--- config.mk ---
export PLATFORM = sky130hd
export DESIGN_NAME = rx_fifo
export DESIGN_NICKNAME = d
export VERILOG_FILES = /design/src/rtl/rx_fifo.sv
export SDC_FILE = /design/constraint.sdc
export NUM_CORES = 1
export LEC_CHECK = 0
export CELL_PAD_IN_SITES_DETAIL_PLACEMENT = 1
export CELL_PAD_IN_SITES_GLOBAL_PLACEMENT = 2
export CORE_UTILIZATION = 24
export DETAILED_ROUTE_END_ITERATION = 16
export PLACE_DENSITY = 0.57
export SLEW_MARGIN = 30
export SYNTH_ARGS = -nofsm -noshare
export SYNTH_HDL_FRONTEND = slang
export SYNTH_SLANG_ARGS = --single-unit
--- constraint.sdc ---
create_clock -name clk -period 2.5 [get_ports clk]
set_input_delay 0.5 -clock clk [delete_from_list [all_inputs] [get_ports clk]]
set_output_delay 0.5 -clock clk [all_outputs]
set_load 0.03 [all_outputs]
--- src/rtl/rx_fifo.sv ---
// rtl/rx_fifo.sv - receive byte FIFO with engine capture handshake and sticky error flags
module rx_fifo #(
  parameter int DEPTH = 8,
  parameter int AW    = 3
) (
  input  logic          clk,
  input  logic          rst,
  input  logic [7:0]    rx_data,
  input  logic          rx_rdy,
  input  logic          rx_ferr,
  input  logic          rx_perr,
  input  logic          rx_ovf,
  output logic          rx_clr,
  input  logic          rd,
  input  logic          err_clr,
  output logic [7:0]    dout,
  output logic          head_ferr,
  output logic          head_perr,
  output logic          empty,
  output logic          full,
  output logic [AW:0]   count,
  output logic          drop,
  output logic          ovf
);

  localparam logic [AW:0] DEPTH_CNT = DEPTH[AW:0];

  typedef enum logic [1:0] {
    ST_IDLE = 2'd0,
    ST_ACK  = 2'd1,
    ST_WAIT = 2'd2
  } state_t;

  state_t        state, state_nxt;
  logic [AW-1:0] wr_ptr, rd_ptr;
  logic [9:0]    mem [DEPTH];
  logic          cap;
  logic          pop;
  logic          wr_ok;

  // A capture is attempted only from IDLE; a full FIFO still accepts it if a pop frees a slot on the same edge.
  always_comb begin
    cap   = (state == ST_IDLE) && rx_rdy;
    pop   = rd && !empty;
    wr_ok = cap && ((count != DEPTH_CNT) || pop);
  end

  // Capture FSM state register.
  always_ff @(posedge clk or negedge rst) begin
    if (!rst) begin
      state <= ST_IDLE;
    end else begin
      state <= state_nxt;
    end
  end

  // Capture FSM next state: one byte per rx_rdy assertion, re-armed only once rx_rdy drops.
  always_comb begin
    state_nxt = state;
    case (state)
      ST_IDLE: if (rx_rdy) state_nxt = ST_ACK;
      ST_ACK:  state_nxt = ST_WAIT;
      ST_WAIT: if (!rx_rdy) state_nxt = ST_IDLE;
      default: state_nxt = ST_IDLE;
    endcase
  end

  // Capture FSM outputs: the clear pulse is decoded purely from the state register.
  always_comb begin
    rx_clr = (state == ST_ACK);
  end

  // Entry storage is intentionally unreset; it is masked by empty on the outputs.
  always_ff @(posedge clk) begin
    if (wr_ok) begin
      mem[wr_ptr] <= {rx_perr, rx_ferr, rx_data};
    end
  end

  // Pointers and occupancy; a simultaneous write and pop leaves count unchanged.
  always_ff @(posedge clk or negedge rst) begin
    if (!rst) begin
      wr_ptr <= '0;
      rd_ptr <= '0;
      count  <= '0;
    end else begin
      if (wr_ok) wr_ptr <= wr_ptr + AW'(1);
      if (pop)   rd_ptr <= rd_ptr + AW'(1);
      case ({wr_ok, pop})
        2'b10:   count <= count + (AW+1)'(1);
        2'b01:   count <= count - (AW+1)'(1);
        default: count <= count;
      endcase
    end
  end

  // Sticky flags: a set condition wins over a simultaneous host clear.
  always_ff @(posedge clk or negedge rst) begin
    if (!rst) begin
      drop <= 1'b0;
      ovf  <= 1'b0;
    end else begin
      if (cap && !wr_ok) drop <= 1'b1;
      else if (err_clr)  drop <= 1'b0;
      if (rx_ovf)        ovf  <= 1'b1;
      else if (err_clr)  ovf  <= 1'b0;
    end
  end

  // Status and fall-through head view, zeroed when empty.
  always_comb begin
    empty     = (count == '0);
    full      = (count == DEPTH_CNT);
    dout      = 8'h00;
    head_ferr = 1'b0;
    head_perr = 1'b0;
    if (!empty) begin
      dout      = mem[rd_ptr][7:0];
      head_ferr = mem[rd_ptr][8];
      head_perr = mem[rd_ptr][9];
    end
  end

endmodule

==> out/metrics.yaml <==
status: "finished clean"
cts_max_path_buffers: 2
boundaryPins: 35
dp.cells: 485
synthSimpleGateAreaFrac_pct: 5.721
drt-vias-per-instance: 4.130
min-delay-path-class: "reg -> reg"
syn2layout_area_growth_pct: 29.48
share_of_synthesized_area_occupied_by_flip_flops_and_latches_pct: 71.11
num_antenna_cells: 0
grt_usage_pct: 11.72
regToRegStartpoint: "count[1]"
synth_compound_area_share_pct: 2.877
globalRouteMet2Util_pct: 19.87
synthMuxAreaShare_pct: 14.80
postSynth.asyncResetShare_pct: 14.89
cts_root_buf: "sky130_fd_sc_hd__clkbuf_16"
dr_total_vias: 2098
synthesis.instances: 211
die_w_um: 129.0
power-per-cell-area_mw_per_mm2: 1194
holdCritStartpoint: "ovf"
maxSlewViolCount: 0
grt-ovfl-total: 0
critical_path.max_stage_delay_ns: 0.52
avgSynthCellArea_um2: 18.35
synth-main-ff-cell: "sky130_fd_sc_hd__edfxtp_1"
initial_utilization_pct: 24.46
rsz0062_at_grt: "true"
report.final.hold_viol_count: 0
worstPathRequired_ns: 2.00
skew_ns: 0.006524
fin_nets: 309
placeableCoreArea_mm2: 0.01583
first_pass_iters: 4
grt_busiest_layer: "met2"
htreeDepth: 3
ff2ff_path_depth: 8
tritoncts: "done"
finalInstanceArea_mm2: 0.005012
synth_top_family_by_area: "multiplexers"
hold_depth: 1
synthAdderAreaFrac_pct: 1.810
clk_latency_ns: 0.35
post-route-drc-count: 0
worstSetupPathType: "reg -> out"
ir_worst_vdd_uv: 384.0
critPathLaunchType: "register"
synth_enable_flop_cells: 80
period_minus_slack_ns: 2.445
synth.net_count: 232
drt_wl_cell_um: 16.96
ctsHoldBuffers: 0
final_layout_size_suffix_gt1_share_pct: 32.19
cts.clk_slew.worst_paths_ns: 0.07
ys.warnings.count: 0
place_area_mm2: 0.004679
wire_length_of_the_first_global_routing_pass_um: 13610
hpwlAfterDp_um: 5856
power_leakage_uw: 0.001795
synth_area_mm2: 0.003871
die_height_um: 129.0
slew_of_the_pin_with_the_lowest_slew_margin_ns: 0.7253
use_met1_pct: 13.97
share_of_the_cycle_needed_by_the_critical_path_after_routing_pct: 97.79
worstPathCellList: "buf_12 -> buf_12 -> mux4_2 -> mux2i_2 -> nor2_1 -> buf_4"
critPathMaxFanout: 8
std_cell_rows: 46
synth_cell_type_count: 40
die_area_mm2: 0.01664
gpl.final_weighted_congestion: 0.7313
route.antenna.remaining_nets: 0
synth_xor_xnor_area_share_pct: 1.357
most_used_cell_along_the_critical_path: "sky130_fd_sc_hd__buf_12"
totalPowerFinal_uw: 5984
worstSetupStartpoint: "rd_ptr[0]"
cp-end-kind: "output port"
drt-total-wl_um: 8617
worst_slew_margin_rel_pct: 51.50
crit_path_top_delay_cell: "sky130_fd_sc_hd__mux4_2"
via_count_of_the_first_global_routing_pass: 2341
tritoncts_num_sinks: 94
grt_util_met3_pct: 2.869
final_cells: 508
final.setup.tns_ns: 0
final_setup_violation_count: 0
grt_antenna_before_repair: 0
data_arrival_time_at_the_worst_slack_endpoint_ns: 1.94
cap_viol_max_count: 0
dr.first_iter.drc_count: 116
numCtsBuffers: 9
total_of_buffers_placed_on_input_and_output_ports: 34
synth_seq_cells: 94
maxClockFrequency_mhz: 409.0
fill_cell_instance_count_of_the_final_layout: 1642
grt_start_max_net_pins: 16
path summary, 6_finish.rpt:
| kind | end | slack (ns) |
|---|---|---|
| min | ovf | 0.48 |
| max reg2reg | count[3] | 0.20 |
| max | dout[6] | 0.06 |
| min in group asynchronous | count[0] | 0.58 |
| max in group asynchronous | rd_ptr[1] | 1.45 |
| min reg2reg | ovf | 0.48 |
cells in the mapped netlist, types with 2 or more instances:
cell type | instances | area, um^2
sky130_fd_sc_hd__mux2i_1 | 10 | 100.1
sky130_fd_sc_hd__mux2_1 | 2 | 22.52
sky130_fd_sc_hd__xnor2_1 | 3 | 26.28
sky130_fd_sc_hd__clkbuf_1 | 3 | 11.26
sky130_fd_sc_hd__nand2_1 | 8 | 30.03
sky130_fd_sc_hd__ha_1 | 4 | 50.05
sky130_fd_sc_hd__dfrtp_1 | 14 | 350.3
sky130_fd_sc_hd__o21ai_1 | 2 | 10.01
sky130_fd_sc_hd__nor3_1 | 5 | 25.02
sky130_fd_sc_hd__xor2_1 | 3 | 26.28
sky130_fd_sc_hd__nand3_1 | 4 | 20.02
sky130_fd_sc_hd__nor2_1 | 17 | 63.81
sky130_fd_sc_hd__inv_1 | 6 | 22.52
sky130_fd_sc_hd__a21oi_1 | 2 | 10.01
sky130_fd_sc_hd__nand2b_1 | 4 | 25.02
sky130_fd_sc_hd__buf_2 | 2 | 10.01
sky130_fd_sc_hd__mux4_2 | 20 | 450.4
sky130_fd_sc_hd__edfxtp_1 | 80 | 2402
sequential cells by signal (all words and copies together), names as in the netlist:
name    cells
mem        80
count       4
rd_ptr      3
wr_ptr      3
state       2
drop        1
ovf         1
logic make-up (layout without fill, tap and decap cells):
| family | after synthesis | after routing |
|---|---|---|
| simple gates | 45 | 45 |
| mux | 32 | 32 |
| compound gates | 13 | 13 |
| buf+inv | 16 | 97 |
| fa+ha+maj | 5 | 5 |
| flops | 94 | 94 |
| xor+xnor | 6 | 6 |
report_power, final:
group	leakage (uW)	switching [uW]	internal [uW]	total, uW
clock	0.000127	576	666	1240
combinational	0.000775	1430	1240	2680
sequential	0.000892	122	1940	2070
per-layer routing:
| layer | share of wire, % | vias to the layer above |
|---|---|---|
| li1 | - | 980 |
| met2 | 52 | 29 |
| met1 | 43 | 1079 |
| met4 | 1.9 | 0 |
| met3 | 3.2 | 10 |
| met5 | 0 | - |
placed cells by master (no fill, tap or decap), types with 2 or more instances in the layout:
cell type                         synthesis  routed
sky130_fd_sc_hd__edfxtp_1                80      80
sky130_fd_sc_hd__buf_4                    1      41
sky130_fd_sc_hd__clkdlybuf4s50_1          0      22
sky130_fd_sc_hd__mux4_2                  20      20
sky130_fd_sc_hd__nor2_1                  17      17
sky130_fd_sc_hd__dfrtp_1                 14      14
sky130_fd_sc_hd__mux2i_1                 10       9
sky130_fd_sc_hd__clkbuf_16                0       9
sky130_fd_sc_hd__nand2_1                  8       8
sky130_fd_sc_hd__inv_1                    6       6
sky130_fd_sc_hd__buf_2                    2       6
sky130_fd_sc_hd__nor3_1                   5       5
sky130_fd_sc_hd__nand2b_1                 4       4
sky130_fd_sc_hd__nand3_1                  4       4
sky130_fd_sc_hd__ha_1                     4       4
sky130_fd_sc_hd__buf_12                   0       4
sky130_fd_sc_hd__xnor2_1                  3       3
sky130_fd_sc_hd__xor2_1                   3       3
sky130_fd_sc_hd__clkinv_2                 0       3
sky130_fd_sc_hd__nor4_2                   1       2
sky130_fd_sc_hd__a21oi_1                  2       2
sky130_fd_sc_hd__o21ai_1                  2       2
sky130_fd_sc_hd__mux2_1                   2       2
sky130_fd_sc_hd__clkinvlp_4               0       2
through the flow:
stage | hold WS (ns) | setup slack, ns | utilization, %
finish | 0.4827 | 0.05521 | 31.67
global route | 0.5123 | -0.03133 | 31.67
CTS | 0.4872 | -0.03963 | 31.70
detailed placement | 0.4716 | -0.2278 | 29.57
global placement | 0.4652 | -0.1946 | 29.57
floorplan | 0.2044 | 0.07839 | -
layout make-up:
class	count	area [um^2]	area share, %
Multi-Input combinational cell	101	1039	20.72
Sequential cell	94	2753	54.92
Inverter	7	31.28	0.6241
Tap cell	216	270.3	5.392
Clock inverter	6	38.79	0.7738
Timing Repair Buffer	75	655.6	13.08
Clock buffer	9	225.2	4.493
worst max-delay path, delay by kind of cell (launching register included):
kind / cells / cell delay [ns]
mux: 2 / 0.72
buf+inv: 3 / 0.44
flops: 1 / 0.37
simple gates: 1 / 0.06
timing repair:
item / 4_1_cts / 5_1_grt
buffers inserted: 4 / 4
resized for setup: 23 / 16
gates cloned: 0 / 0
setup endpoints to repair: 10 / 12
No activity file was read; power rests on OpenSTA's default activity.
